===== src/rtl/calc2_pkg.sv =====
// Shared types and helpers for the two-operand calculator core.
// Holds the command/response codes, the per-channel state type and the index-width helper.
package calc2_pkg;

    typedef enum logic [3:0] {
        CmdNop = 4'd0,
        CmdAdd = 4'd1,
        CmdSub = 4'd2,
        CmdLsh = 4'd5,
        CmdRsh = 4'd6
    } cmd_e;

    typedef enum logic [1:0] {
        RespNone = 2'd0,
        RespOk   = 2'd1,
        RespErr  = 2'd2,
        RespRsvd = 2'd3
    } resp_e;

    typedef enum logic [1:0] {
        StIdle = 2'd0,
        StOp2  = 2'd1,
        StWait = 2'd2
    } ch_state_e;

    // Width of an index into n items; at least one bit so n == 1 still yields a legal vector.
    function automatic int unsigned idx_width(input int unsigned n);
        return (n > 1) ? $clog2(n) : 1;
    endfunction

    function automatic logic is_arith(input logic [3:0] cmd);
        return (cmd == CmdAdd) || (cmd == CmdSub);
    endfunction

    function automatic logic is_shift(input logic [3:0] cmd);
        return (cmd == CmdLsh) || (cmd == CmdRsh);
    endfunction

    function automatic logic is_valid(input logic [3:0] cmd);
        return is_arith(cmd) || is_shift(cmd);
    endfunction

endpackage


===== src/rtl/calc2_rr_arb.sv =====
// Round-robin arbiter: grants the first requester at or after the pointer, wrapping modulo N.
// The pointer moves to one past the winner after every grant and holds otherwise.
module calc2_rr_arb
    import calc2_pkg::*;
#(
    parameter int unsigned N = 4
) (
    input  logic                       clk,
    input  logic                       rst_n,
    input  logic [N-1:0]               req,
    output logic [N-1:0]               gnt,
    output logic [idx_width(N)-1:0]    gnt_idx
);

    localparam int unsigned IW = idx_width(N);

    logic [IW-1:0] ptr_q;
    logic [IW-1:0] ptr_d;
    logic [IW-1:0] cand;
    logic          found;

    always_comb begin
        gnt     = '0;
        gnt_idx = '0;
        found   = 1'b0;
        cand    = '0;
        for (int unsigned i = 0; i < N; i++) begin
            cand = IW'((32'(ptr_q) + i) % N);
            if (!found && req[cand]) begin
                found     = 1'b1;
                gnt[cand] = 1'b1;
                gnt_idx   = cand;
            end
        end
    end

    always_comb begin
        ptr_d = ptr_q;
        if (found) begin
            ptr_d = (gnt_idx == IW'(N - 1)) ? '0 : gnt_idx + IW'(1);
        end
    end

    always_ff @(posedge clk or negedge rst_n) begin
        if (!rst_n) begin
            ptr_q <= '0;
        end else begin
            ptr_q <= ptr_d;
        end
    end

endmodule


===== src/rtl/calc2_core.sv =====
// Multi-channel two-operand calculator: each channel captures a command and two operands,
// then competes for a shared add/sub unit or a shared shift unit and returns a one-cycle result.
module calc2_core
    import calc2_pkg::*;
#(
    parameter int unsigned NCH = 4,
    parameter int unsigned DW  = 32
) (
    input  logic                c_clk,
    input  logic                reset,
    input  logic [NCH*4-1:0]    req_cmd_in,
    input  logic [NCH*DW-1:0]   req_data_in,
    output logic [NCH-1:0]      out_busy,
    output logic [NCH*2-1:0]    out_resp,
    output logic [NCH*DW-1:0]   out_data
);

    localparam int unsigned IW = idx_width(NCH);
    localparam int unsigned SW = $clog2(DW);

    ch_state_e       state_q [NCH];
    logic [3:0]      cmd_q   [NCH];
    logic [DW-1:0]   op1_q   [NCH];
    logic [DW-1:0]   op2_q   [NCH];
    resp_e           resp_q  [NCH];
    logic [DW-1:0]   data_q  [NCH];
    logic [NCH-1:0]  busy_q;

    logic [NCH-1:0]  arith_req;
    logic [NCH-1:0]  arith_gnt;
    logic [IW-1:0]   arith_idx;
    logic [NCH-1:0]  shift_req;
    logic [NCH-1:0]  shift_gnt;
    logic [IW-1:0]   shift_idx;

    logic [DW-1:0]   a_op1;
    logic [DW-1:0]   a_op2;
    logic [DW:0]     add_full;
    resp_e           arith_resp;
    logic [DW-1:0]   arith_res;
    logic [DW-1:0]   s_op1;
    logic [SW-1:0]   s_amt;
    logic [DW-1:0]   shift_res;

    // Invalid commands never request a unit; they resolve directly in the WAIT state.
    always_comb begin
        arith_req = '0;
        shift_req = '0;
        for (int k = 0; k < NCH; k++) begin
            arith_req[k] = (state_q[k] == StWait) && is_arith(cmd_q[k]);
            shift_req[k] = (state_q[k] == StWait) && is_shift(cmd_q[k]);
        end
    end

    calc2_rr_arb #(
        .N (NCH)
    ) u_arith_arb (
        .clk     (c_clk),
        .rst_n   (reset),
        .req     (arith_req),
        .gnt     (arith_gnt),
        .gnt_idx (arith_idx)
    );

    calc2_rr_arb #(
        .N (NCH)
    ) u_shift_arb (
        .clk     (c_clk),
        .rst_n   (reset),
        .req     (shift_req),
        .gnt     (shift_gnt),
        .gnt_idx (shift_idx)
    );

    always_comb begin
        a_op1      = op1_q[arith_idx];
        a_op2      = op2_q[arith_idx];
        add_full   = {1'b0, a_op1} + {1'b0, a_op2};
        arith_resp = RespOk;
        arith_res  = '0;
        if (cmd_q[arith_idx] == CmdSub) begin
            if (a_op2 > a_op1) begin
                arith_resp = RespErr;
            end else begin
                arith_res = a_op1 - a_op2;
            end
        end else if (add_full[DW]) begin
            arith_resp = RespErr;
        end else begin
            arith_res = add_full[DW-1:0];
        end
    end

    always_comb begin
        s_op1     = op1_q[shift_idx];
        s_amt     = op2_q[shift_idx][SW-1:0];
        shift_res = (cmd_q[shift_idx] == CmdRsh) ? (s_op1 >> s_amt) : (s_op1 << s_amt);
    end

    always_ff @(posedge c_clk or negedge reset) begin
        if (!reset) begin
            busy_q <= '0;
            for (int k = 0; k < NCH; k++) begin
                state_q[k] <= StIdle;
                cmd_q[k]   <= 4'd0;
                op1_q[k]   <= '0;
                op2_q[k]   <= '0;
                resp_q[k]  <= RespNone;
                data_q[k]  <= '0;
            end
        end else begin
            for (int k = 0; k < NCH; k++) begin
                resp_q[k] <= RespNone;
                data_q[k] <= '0;
                case (state_q[k])
                    StIdle: begin
                        if (req_cmd_in[4*k +: 4] != 4'd0) begin
                            cmd_q[k]   <= req_cmd_in[4*k +: 4];
                            op1_q[k]   <= req_data_in[DW*k +: DW];
                            state_q[k] <= StOp2;
                            busy_q[k]  <= 1'b1;
                        end
                    end
                    StOp2: begin
                        op2_q[k]   <= req_data_in[DW*k +: DW];
                        state_q[k] <= StWait;
                    end
                    StWait: begin
                        if (!is_valid(cmd_q[k])) begin
                            resp_q[k]  <= RespErr;
                            state_q[k] <= StIdle;
                            busy_q[k]  <= 1'b0;
                        end else if (arith_gnt[k]) begin
                            resp_q[k]  <= arith_resp;
                            data_q[k]  <= arith_res;
                            state_q[k] <= StIdle;
                            busy_q[k]  <= 1'b0;
                        end else if (shift_gnt[k]) begin
                            resp_q[k]  <= RespOk;
                            data_q[k]  <= shift_res;
                            state_q[k] <= StIdle;
                            busy_q[k]  <= 1'b0;
                        end
                    end
                    default: begin
                        state_q[k] <= StIdle;
                        busy_q[k]  <= 1'b0;
                    end
                endcase
            end
        end
    end

    always_comb begin
        out_busy = busy_q;
        out_resp = '0;
        out_data = '0;
        for (int k = 0; k < NCH; k++) begin
            out_resp[2*k +: 2]   = resp_q[k];
            out_data[DW*k +: DW] = data_q[k];
        end
    end

endmodule


===== config.mk =====
export PLATFORM = sky130hd
export DESIGN_NAME = calc2_core
export DESIGN_NICKNAME = d
export VERILOG_FILES = /design/src/rtl/calc2_pkg.sv /design/src/rtl/calc2_rr_arb.sv /design/src/rtl/calc2_core.sv
export SDC_FILE = /design/constraint.sdc
export NUM_CORES = 1
export LEC_CHECK = 0
export ABC_AREA = 0
export CAP_MARGIN = 20
export CORE_UTILIZATION = 55
export CTS_CLUSTER_SIZE = 16
export DETAILED_ROUTE_END_ITERATION = 16
export DONT_BUFFER_PORTS = 1
export PLACE_DENSITY = 0.74
export SETUP_SLACK_MARGIN = 0.4
export SYNTH_ARGS = -nofsm -noshare
export SYNTH_HDL_FRONTEND = slang
export SYNTH_SLANG_ARGS = --single-unit

===== constraint.sdc =====
create_clock -name c_clk -period 7.55 [get_ports c_clk]
set_input_delay 1.51 -clock c_clk [delete_from_list [all_inputs] [get_ports c_clk]]
set_output_delay 1.51 -clock c_clk [all_outputs]
set_load 0.01 [all_outputs]

==> Flow_metrics.wiki, run 1 <==
{| class="wikitable"
! Metric !! Value
|-
| Share of final-layout standard cells stronger than drive strength 1 || 21.7%
|-
| Total number of vias || 24.9k
|-
| Library cells used by synthesis || 88
|-
| Synth Area per Inst || 9.86 µm²
|-
| Vias in the first global route || 24.4k
|-
| Startpoint of the most critical setup path || cmd_q[5]
|-
| Number of placed instances, taps included || 3465
|-
| Topmost layer with routed signal wires || met5
|-
| Final instance area || 31200 µm²
|-
| Count of TritonRoute iterations in the first routing pass || 6
|-
| Clock latency of the later-clocked register in the worst-skew pair || 610 ps
|-
| Post-detailed-route wirelength per cell || 30.4 µm
|-
| Period utilization || 92.9%
|-
| Worst path max stage delay || 600 ps
|-
| Initial Utilization || between 50 and 60%
|-
| Area growth syn-to-layout || 10.6%
|-
| Cell chosen for the clock root || sky130_fd_sc_hd__clkbuf_16
|-
| RSZ-0062 raised after global routing || no
|-
| Post-detail-place hpwl || approximately 81 mm
|-
| Most instantiated flip-flop cell in the synthesis netlist || sky130_fd_sc_hd__dfrtp_1
|-
| Detailed Route WL || about 110 mm
|-
| Portion of the post-synthesis area used by sequential elements || 37.6%
|-
| Buffers added on ports || 0
|-
| Hold-fix buffer count after cts || 0
|-
| Arrival time of the worst setup path || ~7500 ps
|-
| Core utilization of the finished layout || 62.0%
|-
| Result of the run || finished, final reports clean
|-
| # rows || 82
|-
| Synth cell count leaders || sky130_fd_sc_hd__dfrtp_1 (424), sky130_fd_sc_hd__mux2i_1 (334), sky130_fd_sc_hd__mux2_2 (318)
|-
| Initial antenna violation count || 2
|-
| Maximum achievable frequency || 143 MHz
|-
| Standard cell core area || 50400 µm²
|-
| Total number of yosys warnings || 0
|-
| Slowest cell on crit path || sky130_fd_sc_hd__or4_4
|-
| Post-route met1 wirelength || 44.1 mm
|-
| Hold path startpoint || op2_q[89]
|-
| Highest fanout seen on the critical path || 27
|-
| Final critical path time including I/O delays and setup || 7010 ps
|-
| Top-area cell type share of the netlist area || around 38%
|-
| Deepest clock path buffer count || 3
|-
| First-pass GRT wire length || around 160 mm
|-
| Type of the most critical hold path || reg -> reg
|-
| Clock Sinks || ~420
|-
| Post-CTS clock slew at the launch and capture registers of the worst setup and hold paths || 60 ps
|-
| Clock buffers created by TritonCTS || 45
|-
| Required time of the critical path || 8010 ps
|-
| Total negative slack || 0 ps
|-
| Final Hold Violating Endpoints || 0
|-
| Overall die area || 52300 µm²
|-
| Top cell type by total area after synthesis || sky130_fd_sc_hd__dfrtp_1
|-
| Horiz. Die Dim || 229 µm
|-
| Cells after Synth || 2867
|-
| Number of placed I/O pins || 286
|-
| CTS H-Tree Depth || 2
|-
| Chip height || approximately 230 µm
|-
| MaxCap Viol Count || 0
|-
| Top cell by count, worst path || sky130_fd_sc_hd__buf_4
|-
| RR Startpoint || cmd_q[5]
|-
| Skew final || between 20 and 25 ps
|-
| Critical Path, Cell by Cell || xnor2_1 > or4_4 > or3_1 > a211oi_2 > a211oi_4 > nor2_4 > buf_4 > buf_4 > a211oi_1 > a31oi_1 > ha_1 > nor2b_1 > a21o_1 > or4_1 > o211a_2 > o311a_4 > buf_4 > o311ai_2 > nand3_1 > a21oi_1
|-
| Pin count of the biggest net entering global routing || 425
|-
| Relative slew slack || 27.2%
|-
| Overflow left after global routing || 0
|-
| CTS tree || built
|-
| Final estimated routing congestion in global placement || 1.08
|-
| Total length of routed met3 wires || 11.0 mm
|-
| Max-slew violation count || 0
|-
| Startpoint type of the worst setup path || register
|-
| Initial DRC count || 2846
|-
| Dominant cell by count in the synthesized netlist || sky130_fd_sc_hd__dfrtp_1
|-
| Synth async-reset ratio || 100%
|-
| Category of the most critical setup path || reg -> reg
|-
| Capturing element type of the critical path || register
|-
| Wire length on met2 || 47.3 mm
|-
| Post-route DRC || 0
|-
| Vias per cell || about 7.0
|-
| Placed Instance Area || about 29000 µm²
|-
| Number of nets in the final layout || 3080
|-
| Net count after synthesis || 3094
|-
| Most area-consuming cells after synthesis || sky130_fd_sc_hd__dfrtp_1 (38%), sky130_fd_sc_hd__mux2_2 (13%), sky130_fd_sc_hd__mux2i_1 (12%)
|-
| Count of final setup violators || 0
|-
| Antenna violation net count after detailed routing || 0
|-
| Synthesis-stage register bit count || 424
|-
| Cell area after synthesis || 28300 µm²
|-
| Number of enable flip-flop cells after synthesis || 0
|-
| Global Route Usage Sum || between 40% and 50%
|-
| Worst slew pin tran || 1090 ps
|-
| Number of non-filler instances in the completed layout || 3554
|}
registers in the layout, indices dropped and copies added (netlist names):
| signal | count |
|---|---|
| cmd_q | 16 |
| op1_q | 128 |
| op2_q | 128 |
| out_busy | 4 |
| out_data | 128 |
| out_resp | 8 |
| state_q | 8 |
| u_arith_arb.ptr_q | 2 |
| u_shift_arb.ptr_q | 2 |
area by class of cell:
| cell class | count | area (µm²) |
|---|---|---|
| tap | 672 | 841 |
| clock buffer | 53 | 1200 |
| timing repair buffer | 134 | 1070 |
| fill | 4032 | 19100 |
| clock inverter | 21 | 255 |
| inverter | 93 | 349 |
| multi-input combinational | 2155 | 16900 |
| sequential | 424 | 10600 |
| antenna | 2 | 5.00 |
layer usage:
| metal | vias up | track usage (%) |
|---|---|---|
| met5 | - | 0 |
| li1 | 10600 | - |
| met3 | 267 | 10.6 |
| met2 | 1461 | 61.5 |
| met1 | 12600 | 54.2 |
| met4 | 4 | 18.4 |
layout by cell type (no fill, tap or decap), drive strengths merged, types with 13 or more instances in the layout:
master,instances
o21bai,24
ha,79
o21ai,78
a211oi,120
or4,18
nand3,45
o22ai,42
a31oi,51
o21a,16
or2,14
nor3,28
a22oi,13
o221ai,18
nand2b,25
buf,134
inv,94
and2,43
xnor2,20
a21o,45
clkbuf,53
o311ai,13
dfrtp,424
mux2i,334
mux2,318
a21oi,145
nor4,16
nand2,211
nor2,201
or3,15
a221oi,18
o31ai,18
clkinv,13
o211ai,13
critical path, delay by kind of cell (launching register included):
family | cells | cell delay (ps)
adder cells (fa/ha/maj) | 1 | 460
AND/OR/NAND/NOR | 6 | 2120
buffers and inverters | 3 | 800
flip-flops | 1 | 420
AO/OA/AOI/OAI | 9 | 2780
XOR/XNOR | 1 | 270
through the flow:
step,worst slack (ps),hold slack (ps)
2_1_floorplan,477,480
3_3_place_gp,-51.0,487
3_5_place_dp,-75.6,495
4_1_cts,412,509
5_1_grt,285,517
6_report,536,506
worst paths after layout:
check | end | slack, ps | depth (start not counted)
min reg2reg | op2_q[89] | 510 | 1
min | op2_q[89] | 510 | 1
max in group asynchronous | op2_q[47] | 6090 | 0
max reg2reg | out_data[11] | 540 | 20
min in group asynchronous | out_busy[3] | 600 | 0
max | out_data[11] | 540 | 20
cell families (layout without fill, tap and decap cells):
logic type,count (synthesis),after routing,share of synthesized area [%]
AO/OA/AOI/OAI,722,724,17.8
AND/OR/NAND/NOR,663,664,11.0
multiplexers,660,660,25.1
flip-flops,424,424,37.6
buffers and inverters,291,301,4.08
adder cells (fa/ha/maj),81,81,3.64
XOR/XNOR,26,26,0.806
other,0,2,0
what timing repair did:
action,in CTS,in global routing
gates resized for setup,31,27
gates cloned,2,1
setup endpoints to repair,114,127
setup buffers,2,8
pin swaps,2,4
Power of run 1 is not shown: default switching activity piles up to over one toggle a cycle in this logic, so the estimate is an artifact.
==> run 2: changes to the inputs <==
HOLD_SLACK_MARGIN = 0.03   (was not set)
==> results of run 2 <==
The final DEF is identical to that of run 1; final timing and power are the same.
Power of run 2 is left out for the same reason.
